==> src/rtl/lmac_txfifo_pkt_reader.sv <==
// Read side of the LMAC TX packet FIFO: parses frame headers, streams payload qwords
// through a 2-entry skid buffer with sop/eop/byte-mask tags, and drops oversized frames.
module lmac_txfifo_pkt_reader #(
  parameter int AW      = 5,
  parameter int MAX_LEN = 9600
) (
  input  logic          clk,
  input  logic          rst,
  input  logic [AW:0]   wr_ptr_i,
  output logic [AW-1:0] mem_rd_addr,
  output logic          mem_rd_en,
  input  logic [63:0]   mem_rd_data,
  output logic [AW:0]   rd_ptr_o,
  output logic          fifo_empty,
  output logic [AW:0]   rd_used,
  output logic          tx_valid,
  input  logic          tx_ready,
  output logic [63:0]   tx_data,
  output logic          tx_sop,
  output logic          tx_eop,
  output logic [7:0]    tx_bmask,
  output logic          pkt_done,
  output logic          len_err
);

  typedef enum logic [1:0] {S_IDLE, S_HDR, S_DATA, S_DROP} state_t;

  typedef struct packed {
    logic [63:0] data;
    logic        sop;
    logic        eop;
    logic [7:0]  mask;
  } beat_t;

  localparam logic [13:0] MAX_LEN_W = 14'(MAX_LEN);

  state_t      state_reg, state_next;
  logic [AW:0] rd_ptr_reg;
  logic [11:0] rem_reg, rem_next;
  logic [7:0]  last_mask_reg, last_mask_next;
  logic        first_reg, first_next;
  logic        inflight_reg;
  logic        pend_sop_reg, pend_sop_next;
  logic        pend_eop_reg, pend_eop_next;
  logic [7:0]  pend_mask_reg, pend_mask_next;
  logic [1:0]  cnt_reg;
  beat_t       buf0_reg, buf1_reg;

  logic        rd_issue, data_issue, len_err_c;
  logic        pop, space_ok;
  logic [1:0]  cnt_pop, occ;
  logic [13:0] hdr_len;
  logic [14:0] hdr_sum;
  logic [11:0] hdr_n;
  logic [7:0]  hdr_mask;
  beat_t       in_beat;

  assign fifo_empty  = (rd_ptr_reg == wr_ptr_i);
  assign rd_used     = wr_ptr_i - rd_ptr_reg;
  assign rd_ptr_o    = rd_ptr_reg;
  assign mem_rd_addr = rd_ptr_reg[AW-1:0];
  assign mem_rd_en   = rd_issue & ~rst;

  assign hdr_len = mem_rd_data[13:0];
  assign hdr_sum = {1'b0, hdr_len} + 15'd7;
  assign hdr_n   = hdr_sum[14:3];

  // Last-beat byte mask: a length that is a multiple of 8 fills the whole qword.
  for (genvar gi = 0; gi < 8; gi++) begin : g_mask
    assign hdr_mask[gi] = (hdr_len[2:0] == 3'd0) || (3'(gi) < hdr_len[2:0]);
  end

  // Occupancy counts the beat leaving this cycle so the buffer can run at full rate.
  assign pop      = (cnt_reg != 2'd0) & tx_ready;
  assign cnt_pop  = cnt_reg - {1'b0, pop};
  assign occ      = cnt_pop + {1'b0, inflight_reg};
  assign space_ok = (occ < 2'd2);
  assign in_beat  = '{data: mem_rd_data, sop: pend_sop_reg, eop: pend_eop_reg, mask: pend_mask_reg};

  always_comb begin
    state_next     = state_reg;
    rem_next       = rem_reg;
    last_mask_next = last_mask_reg;
    first_next     = first_reg;
    pend_sop_next  = pend_sop_reg;
    pend_eop_next  = pend_eop_reg;
    pend_mask_next = pend_mask_reg;
    rd_issue       = 1'b0;
    data_issue     = 1'b0;
    len_err_c      = 1'b0;
    case (state_reg)
      S_IDLE: begin
        if (!fifo_empty) begin
          rd_issue   = 1'b1;
          state_next = S_HDR;
        end
      end
      S_HDR: begin
        last_mask_next = hdr_mask;
        if (hdr_len == 14'd0) begin
          len_err_c  = 1'b1;
          state_next = S_IDLE;
        end else if (hdr_len > MAX_LEN_W) begin
          len_err_c  = 1'b1;
          rem_next   = hdr_n;
          state_next = S_DROP;
        end else if (!fifo_empty && space_ok) begin
          // First payload read goes out alongside header capture.
          rd_issue       = 1'b1;
          data_issue     = 1'b1;
          pend_sop_next  = 1'b1;
          pend_eop_next  = (hdr_n == 12'd1);
          pend_mask_next = (hdr_n == 12'd1) ? hdr_mask : 8'hFF;
          first_next     = 1'b0;
          rem_next       = hdr_n - 12'd1;
          state_next     = (hdr_n == 12'd1) ? S_IDLE : S_DATA;
        end else begin
          first_next = 1'b1;
          rem_next   = hdr_n;
          state_next = S_DATA;
        end
      end
      S_DATA: begin
        if (rem_reg != 12'd0 && !fifo_empty && space_ok) begin
          rd_issue       = 1'b1;
          data_issue     = 1'b1;
          pend_sop_next  = first_reg;
          pend_eop_next  = (rem_reg == 12'd1);
          pend_mask_next = (rem_reg == 12'd1) ? last_mask_reg : 8'hFF;
          first_next     = 1'b0;
          rem_next       = rem_reg - 12'd1;
          if (rem_reg == 12'd1) state_next = S_IDLE;
        end
      end
      S_DROP: begin
        if (rem_reg == 12'd0) begin
          state_next = S_IDLE;
        end else if (!fifo_empty) begin
          rd_issue = 1'b1;
          rem_next = rem_reg - 12'd1;
          if (rem_reg == 12'd1) state_next = S_IDLE;
        end
      end
      default: state_next = S_IDLE;
    endcase
  end

  always_ff @(posedge clk) begin
    if (rst) begin
      state_reg     <= S_IDLE;
      rd_ptr_reg    <= '0;
      rem_reg       <= '0;
      last_mask_reg <= '0;
      first_reg     <= 1'b0;
      inflight_reg  <= 1'b0;
      pend_sop_reg  <= 1'b0;
      pend_eop_reg  <= 1'b0;
      pend_mask_reg <= '0;
      cnt_reg       <= '0;
      buf0_reg      <= '0;
      buf1_reg      <= '0;
    end else begin
      state_reg     <= state_next;
      rem_reg       <= rem_next;
      last_mask_reg <= last_mask_next;
      first_reg     <= first_next;
      inflight_reg  <= data_issue;
      pend_sop_reg  <= pend_sop_next;
      pend_eop_reg  <= pend_eop_next;
      pend_mask_reg <= pend_mask_next;
      if (rd_issue) rd_ptr_reg <= rd_ptr_reg + {{AW{1'b0}}, 1'b1};
      cnt_reg <= cnt_pop + {1'b0, inflight_reg};
      if (inflight_reg && cnt_pop == 2'd0) buf0_reg <= in_beat;
      else if (pop)                        buf0_reg <= buf1_reg;
      if (inflight_reg && cnt_pop == 2'd1) buf1_reg <= in_beat;
    end
  end

  assign tx_valid = (cnt_reg != 2'd0);
  assign tx_data  = buf0_reg.data;
  assign tx_sop   = buf0_reg.sop;
  assign tx_eop   = buf0_reg.eop;
  assign tx_bmask = buf0_reg.mask;
  assign pkt_done = pop & buf0_reg.eop;
  assign len_err  = len_err_c & ~rst;

endmodule
==> config.mk <==
export PLATFORM = sky130hd
export DESIGN_NAME = lmac_txfifo_pkt_reader
export DESIGN_NICKNAME = d
export VERILOG_FILES = /design/src/rtl/lmac_txfifo_pkt_reader.sv
export SDC_FILE = /design/constraint.sdc
export NUM_CORES = 1
export LEC_CHECK = 0
export CAP_MARGIN = 20
export CORE_ASPECT_RATIO = 2
export CORE_MARGIN = 2
export CORE_UTILIZATION = 39
export CTS_CLUSTER_DIAMETER = 60
export DETAILED_ROUTE_END_ITERATION = 7
export HOLD_SLACK_MARGIN = 0.1
export PLACE_DENSITY = 0.65
export SLEW_MARGIN = 20
export SYNTH_ARGS = -nofsm -noshare
export SYNTH_HDL_FRONTEND = slang
export SYNTH_SLANG_ARGS = --single-unit
==> constraint.sdc <==
create_clock -name clk -period 4.8 [get_ports clk]
set_clock_uncertainty 0.15 [all_clocks]
set_input_delay 1.44 -clock clk [delete_from_list [all_inputs] [get_ports clk]]
set_output_delay 1.44 -clock clk [all_outputs]
set_load 0.05 [all_outputs]
* After elaboration in Yosys (flattened, before gate mapping)
Index checks and enable logic that the tools add are counted.
** Word-level totals
- Memories kept :: 0
- Flip-flop bits (word level) :: 190
- Bits in writable memories :: 0
- Bits in latches :: 0
- Input bits :: 73
- Logic and storage cells :: 135
- ROM bits :: 0
** Cells by class
- $add $sub $neg :: 7
- Shift-type cells :: 0
- Div/mod/pow operators :: 0
- Equal/unequal tests :: 15
- Reduce and logical (&&, ||, !) cells :: 28
- Mux-type cells :: 52
- $lt $le $gt $ge :: 10
- Bitwise logic cells :: 5
- $mul :: 0
** Operators by type and width (count)
- 2-to-1 mux 74 bit :: 2
- 2-to-1 mux 12 bit :: 6
- 2-to-1 mux 8 bit :: 6
- one-hot mux 12 bit (3 select lines) :: 1
- == test 12 x 1 -> 1 bit (second input constant) :: 2
- subtractor 12 x 1 -> 12 bit (second input constant) :: 2
- 2-to-1 mux 1 bit :: 21
- 2-to-1 mux 2 bit :: 9
- one-hot mux 8 bit (2 select lines) :: 1
- adder 14 x 3 -> 15 bit (second input constant) :: 1
- greater-than comparator 14 bit (second input constant) :: 1
- logical NOT 14 bit :: 1
- inequality test 2 bit (second input constant) :: 7
- logical NOT 12 bit :: 1
- < comparator 3 bit (first input constant) :: 4
- nonzero test 12 bit :: 1
- AND reduction 5 bit :: 2
- logical OR 1 bit :: 8
- one-hot mux 1 bit (2 select lines) :: 4
- one-hot mux 2 bit (4 select lines) :: 1
- adder 6 x 1 -> 6 bit (second input constant) :: 1
- == test 6 bit :: 1
- < comparator 1 x 3 -> 1 bit (first input constant) :: 2
- < comparator 2 x 3 -> 1 bit (first input constant) :: 2
- other kinds (18) :: 30

* Depth between registers and ports, before layout
Gate-level depths: netlist of run 1.
- Depth after elaboration :: 11
- Gate-level depth with buffers :: 15
- Depth with buffers taken out :: 12

* Least setup slack after synthesis of run 1
OpenSTA, ideal clock, no wires.
- Path kind :: input to output
- Start :: input tx_ready
- End :: output mem_rd_en
- Arrival time :: 4008 ps
- Cell stages on the path :: 11
- Path slack :: -798 ps
- Path buffers :: 1
- Cells stage by stage :: nand2_1 -> inv_1 -> clkbuf_1 -> ha_1 -> inv_1 -> ha_1 -> xor3_2 -> a31oi_4 -> nand3_4 -> o221a_4 -> nor2_1
** Between the ends
- Word-level cells in the longest chain between the ends :: 10
- Elaborated cells on any way between the ends :: 12
- Those cells by class :: add/sub (2); order compare (1); mux (5); bitwise (2); reduce/logical (2)
** Ends and longest elaborated chain
- start: declaration :: RTL line 17 : input logic tx_ready,
- AND 1 bit * :: RTL line 74 : assign pop = (cnt_reg != 2'd0) & tx_ready;
- subtractor 2 x 1 -> 2 bit * :: RTL line 75 : assign cnt_pop = cnt_reg - {1'b0, pop};
- adder 2 x 1 -> 2 bit * :: RTL line 76 : assign occ = cnt_pop + {1'b0, inflight_reg};
- < comparator 2 bit * :: RTL line 77 : assign space_ok = (occ < 2'd2);
- logical AND 1 bit :: RTL line 107 : end else if (!fifo_empty && space_ok) begin
- 2-to-1 mux 1 bit :: RTL line 107
- 2-to-1 mux 1 bit :: RTL line 103 : end else if (hdr_len > MAX_LEN_W) begin
- 2-to-1 mux 1 bit :: RTL line 100 : if (hdr_len == 14'd0) begin
- one-hot mux 1 bit (4 select lines) * :: RTL line 91 : case (state_reg)
- AND 1 bit * :: RTL line 62 : assign mem_rd_en = rd_issue & ~rst;
- end: declaration :: RTL line 11 : output logic mem_rd_en,
Mark *: on every way between the ends. The rest lies on a longest branch, timed or not.

* Final worst setup path of run 1
Ends and elaborated chain as after synthesis.

==> flow_metrics.tcl, run 1 <==
set metrics [dict create \
    status "finished with violations" \
    violations "setup timing" \
    dr.pass1.iters 5 \
    cts_root_buf "clkbuf_16" \
    crit_fanout 3 \
    power.leakage_nw 4.13 \
    synth_seq_area_share_pct 42.3 \
    async_flop_share_pct 0 \
    numPortBuffers 168 \
    clk_path_buf_depth 2 \
    p_per_area_nw_per_um2 452 \
    gp_congestion 0.887 \
    switching_power_w 0.00207 \
    ys.flop_type "dfxtp_1" \
    hold-path-cell-count 2 \
    antenna_found_initial 0 \
    largest_reg_flops 74 \
    via_count 8544 \
    min_period_ns 4.81 \
    dpl.hpwl_um 17900 \
    slew_headroom_pct 27.0 \
    pwr-share-comb_pct 39.1 \
    grtUsageTotal_pct 21.4 \
    place_ws_ns -0.636 \
    synth_top_family_by_area "simple AND/OR/NAND/NOR gates" \
    muxShareOfSynthArea_pct 0.793 \
    fin_crit_sh_pct 100 \
    drc 0 \
    synth_fa_ha_area_share_pct 2.59 \
    nNetsFinal 1397 \
    drive_above_1_share_pct 10.6 \
    setup_viol 1 \
    num_rows 78 \
    cap_violations 0 \
    tightest_slew_ns 1.09 \
    overflow 0 \
    netlist_top_cells_count "nand2_1, dfxtp_1, nor2_1" \
    yosysUniqueCellTypes 72 \
    synth_xor_area_share_pct 1.93 \
    power_switching_share_pct 38.5 \
    totalPowerFinal_w 0.00537 \
    hold_class "flip-flop to flip-flop" \
    die_h_um 219 \
    cts_tree "yes" \
    synth_edf_count 0 \
    hold_viol 0 \
    drv_slew 0 \
    avgRoutedWirePerCell_um 16.4 \
    r2r_cells 13 \
    fmax_mhz 208 \
    drtIter0Drc 651 \
    die_area_um2 24400 \
    synth.most_common_cell "nand2_1" \
    arrival_ns 3.22 \
    ys_ff_latch 190 \
    cts_made_buffers 17 \
    routed_wl_um 26100 \
    intPower_w 0.00330 \
    synth_top_area_cell "dfxtp_1" \
    fin_ws_ns -0.00685 \
    yosys-top-cells-area "dfxtp_1, nand2_1, a311oi_1" \
    clk_pin_slew_ns 0.06 \
    synth_top_area_share_pct 42.3 \
    die_w_um 111 \
    clock_latency_ns 0.44 \
    synthesis.nets 1247 \
    htreeDepth 4 \
    worst_setup_path_end_kind "output port" \
    drt-vias-per-instance 5.34 \
    seq_power_share_pct 35.6 \
    cts_sinks 190 \
    core_um2 22600 \
    crit_path_start_kind "primary input" \
    cp.required_ns 3.21 \
    postRouteAntennaNets 0 \
    nFillCells 2192 \
    postSynthCellCount 1156 \
    syn2layout_area_growth_pct 32.0 \
    grt_pass1_wl_um 42200 \
    start_util_pct 39.7 \
    ir_worst_vdd_uv 295 \
    synth_compound_area_share_pct 20.8 \
    ioPinCount 169 \
    grt_pass1_vias 8323 \
    synth_area_um2 8990 \
    critPathKind "primary input to output port" \
    avgSynthCellArea_um2 7.78 \
    clkPwrFrac_pct 25.3 \
    grt_max_degree 103 \
    insertedDiodeCount 0 \
    synth-simple-area-share_pct 25.8 \
    synth_warnings 0 \
    rsz0062_at_grt "true" \
]
## cell families (layout without fill, tap and decap cells)
logic type | Yosys count | in the layout
compound gates | 262 | 262
fa+ha+maj | 18 | 18
buf+inv | 123 | 286
flops | 190 | 190
xor+xnor | 18 | 18
mux | 7 | 7
simple gates | 538 | 538
## cell type report
cell class / count / area, um2 / area share, %
clock buffers: 24 / 482 / 4.06
well taps: 280 / 350 / 2.95
multi-input cells: 843 / 4780 / 40.3
clock inverters: 8 / 81.3 / 0.685
flip-flops and latches: 190 / 3800 / 32.1
inverters: 28 / 110 / 0.928
repair buffers: 226 / 2260 / 19.0
## routing by layer
| layer | up-vias | part of all wire (%) | track usage [%] |
|---|---|---|---|
| li1 | 4282 | - | - |
| met1 | 4004 | 39 | 23.1 |
| met2 | 196 | 54 | 39.6 |
| met3 | 62 | 3.0 | 2.94 |
| met4 | 0 | 4.4 | 12.3 |
| met5 | - | 0 | 0 |
## through the flow
| stage | hold slack [ns] | cell area [um2] | utilization (%) | setup TNS (ns) | std cells |
|---|---|---|---|---|---|
| floorplan | 0.287 | 9050 | - | -0.301 | 1156 |
| global placement | 0.291 | 11200 | 49.6 | -0.801 | 1565 |
| detailed placement | 0.297 | 11200 | 49.6 | -0.852 | 1565 |
| CTS | 0.306 | 11800 | 52.3 | -0.0132 | 1598 |
| global route | 0.318 | 11900 | 52.4 | -0.129 | 1599 |
| finish | 0.303 | 11900 | 52.4 | -0.00685 | 1599 |
## worst paths after layout
path / startpoint / end / slack (ns)
worst min register to register: buf1_reg[16] / buf1_reg[16] / 0.30
worst max-delay path: tx_ready / mem_rd_en / -0.007
worst min-delay path: buf1_reg[16] / buf1_reg[16] / 0.30
worst max register to register: cnt_reg[1] / pend_mask_reg[1] / 1.60
## power by group through the flow
stage                     Clock, W  Combinational [W]  Sequential, W
after detailed placement         0            0.00208        0.00194
after global placement           0            0.00206        0.00194
after CTS                  0.00140            0.00210        0.00191
final                      0.00136            0.00210        0.00191
after global routing       0.00146            0.00225        0.00193
after floorplan                  0            0.00108        0.00220
## worst max-delay path: stages
cell,delay [ns]
buf_8,0.11
nand2_8,0.05
inv_4,0.04
ha_4,0.27
inv_4,0.04
ha_4,0.14
xor3_2,0.27
a31oi_4,0.22
nand3_4,0.10
o221a_4,0.26
nor2_4,0.13
buf_12,0.15
## placed cells by master, fill, tap and decap left out, types with 5 or more instances in the layout
cell / instances
buf_12: 11
inv_1: 25
nor4_1: 6
a211o_1: 7
and3_1: 8
dfxtp_1: 190
xnor2_1: 14
ha_1: 13
mux2i_1: 6
nand4_1: 7
a31oi_1: 6
and2_1: 6
nand2_1: 334
a21oi_1: 101
a311oi_1: 76
o211ai_1: 5
nand3_1: 6
a211oi_1: 12
clkbuf_16: 17
nor2_1: 117
buf_4: 56
nor3_1: 14
o21ai_0: 13
or3_1: 5
clkdlybuf4s50_1: 152
## timing repair
action	in CTS	in global routing
setup endpoints to repair	4	4
pin swaps	12	5
gates resized for setup	18	6
hold buffers	0	0
gates cloned	0	0
buffers inserted	1	1
Power figures use the tool's default switching activity.
==> run 2, diff against run 1 <==
Settings changed: CORE_UTILIZATION 39 to 34, PLACE_DENSITY 0.65 to unset, SETUP_SLACK_MARGIN set to 0.1.
==> run 2 against run 1 <==
Effect of this change:
- critical path type is now primary input to flip-flop
- sequential share of layout area is 0.95 points lower
- utilization decreased by 5.7 points
- clock power is 15% higher
- the flow still finishes with violations (setup timing)
- total power increased by 4.7%
- critical endpoint is now first_reg
==> flow_metrics.tcl, run 2 (synthesized netlist as in run 1, its figures left out) <==
set metrics [dict create \
    slew_headroom_pct 37.0 \
    design_area_um2 12200 \
    drive_above_1_share_pct 12.5 \
    insertedDiodeCount 0 \
    fin_cells 1685 \
    via_count 8778 \
    cap_violations 0 \
    layout_commonest_cell "nand2_1" \
    drt-vias-per-instance 5.21 \
    clkPwrFrac_pct 28.0 \
    most-common-layout-cells "nand2_1, dfxtp_1, clkdlybuf4s50_1, nor2_1, a21oi_1" \
    cts_sinks 190 \
    fin_ws_ns -0.0100 \
    intPower_w 0.00351 \
    whs_ns 0.303 \
    worst_setup_path_end_kind "flip-flop" \
    arrival_ns 4.96 \
    pwr-share-comb_pct 38.0 \
    crit_path_start_kind "primary input" \
    grtUsageTotal_pct 20.1 \
    htreeDepth 4 \
    drtIter0Drc 635 \
    seq_power_share_pct 34.0 \
    syn2layout_area_growth_pct 36.0 \
    ir_worst_vdd_uv 263 \
    core_um2 26200 \
    drc 0 \
    placed_cells 1635 \
    multi_input_area_um2 4800 \
    drv_slew 0 \
    grt_max_degree 75 \
    dr.pass1.iters 5 \
    dpl.hpwl_um 18900 \
    p_per_area_nw_per_um2 460 \
    fin_crit_sh_pct 100 \
    cts_made_buffers 17 \
    gp_congestion 0.931 \
    avgRoutedWirePerCell_um 16.5 \
    nFillCells 2513 \
    numPortBuffers 168 \
    finalSetupTns_ns -0.0146 \
    totalPowerFinal_w 0.00562 \
    grt_pass1_wl_um 44200 \
    status "finished with violations" \
    hold_class "flip-flop to flip-flop" \
    regArea_um2 3800 \
    switching_power_w 0.00212 \
    die_h_um 234 \
    cts_root_buf "clkbuf_16" \
    die_area_um2 27800 \
    overflow 0 \
    critPathKind "primary input to flip-flop" \
    rsz0062_at_grt "true" \
    clk_pin_slew_ns 0.07 \
    clock_latency_ns 0.44 \
    clk_path_buf_depth 2 \
    grt_pass1_vias 8370 \
    tightest_slew_ns 0.941 \
    start_util_pct 34.4 \
    min_period_ns 4.81 \
    die_w_um 119 \
    cts_tree "yes" \
    power.leakage_nw 4.32 \
    nNetsFinal 1419 \
    routed_wl_um 27800 \
    ioPinCount 169 \
    violations "setup timing" \
    fmax_mhz 208 \
    num_rows 84 \
    setup_viol 2 \
    postRouteAntennaNets 0 \
    largest_reg_flops 74 \
    power_switching_share_pct 37.6 \
    crit_fanout 3 \
    cp.required_ns 4.95 \
    placed_area_um2 11400 \
    antenna_found_initial 0 \
    hold_viol 0 \
]
## run 2: final cells by class
type                       count  share of cell area, %
clock buffer                  20                   3.65
clock inverter                12                   1.69
inverter                      28                  0.921
multi-input combinational    843                   39.2
sequential                   190                   31.1
tap                          344                   3.52
timing repair buffer         248                   19.9
## run 2: through the flow
stage,utilization [%],setup WS (ns)
floorplan,-,-0.301
global placement,43.4,-0.622
detailed placement,43.4,-0.652
CTS,46.6,-0.0172
global route,46.7,-0.0751
finish,46.7,-0.0100
## run 2: routing by layer
layer | vias to the layer above | global-route usage (%) | wire (um)
li1 | 4329 | - | -
met1 | 4146 | 21.6 | 10900
met2 | 245 | 37.1 | 14700
met3 | 58 | 3.45 | 995
met4 | 0 | 11.1 | 1220
met5 | - | 0 | 0
## run 2: power by group through the flow
stage          combinational, W  sequential (W)  clock (W)
5_1_grt                 0.00230         0.00193    0.00168
6_report                0.00214         0.00191    0.00157
4_1_cts                 0.00214         0.00191    0.00163
3_3_place_gp            0.00209         0.00194          0
2_1_floorplan           0.00108         0.00220          0
3_5_place_dp            0.00209         0.00195          0
## run 2: path summary, 6_finish.rpt
check                           slack [ns]            start      endpoint  cells after the start
worst max-delay path                 -0.01  mem_rd_data[10]     first_reg                     23
worst min-delay path                  0.30     buf1_reg[14]  buf1_reg[14]                      2
worst max register to register        0.85     state_reg[1]     first_reg                     21
worst min register to register        0.30     buf1_reg[14]  buf1_reg[14]                      2
## run 2: repair_timing
action	4_1_cts	5_1_grt
pin swaps	17	4
gates resized for setup	36	6
endpoints found under the setup margin	5	4
setup buffers	17	1
hold buffers	0	0
## run 2: critical path: stages
cell and delay (ns):
dlygate4sd2_1 0.28, nor4_4 0.40, nand3_2 0.21, o211ai_1 0.27, nand2_1 0.12, buf_4 0.20, buf_4 0.12, buf_4 0.12
buf_4 0.12, buf_4 0.12, buf_4 0.12, buf_4 0.12, buf_4 0.12, buf_4 0.12, buf_4 0.13, buf_4 0.12
buf_4 0.12, buf_4 0.12, buf_4 0.13, buf_4 0.12, buf_4 0.12, a31oi_1 0.16, nor3_1 0.07
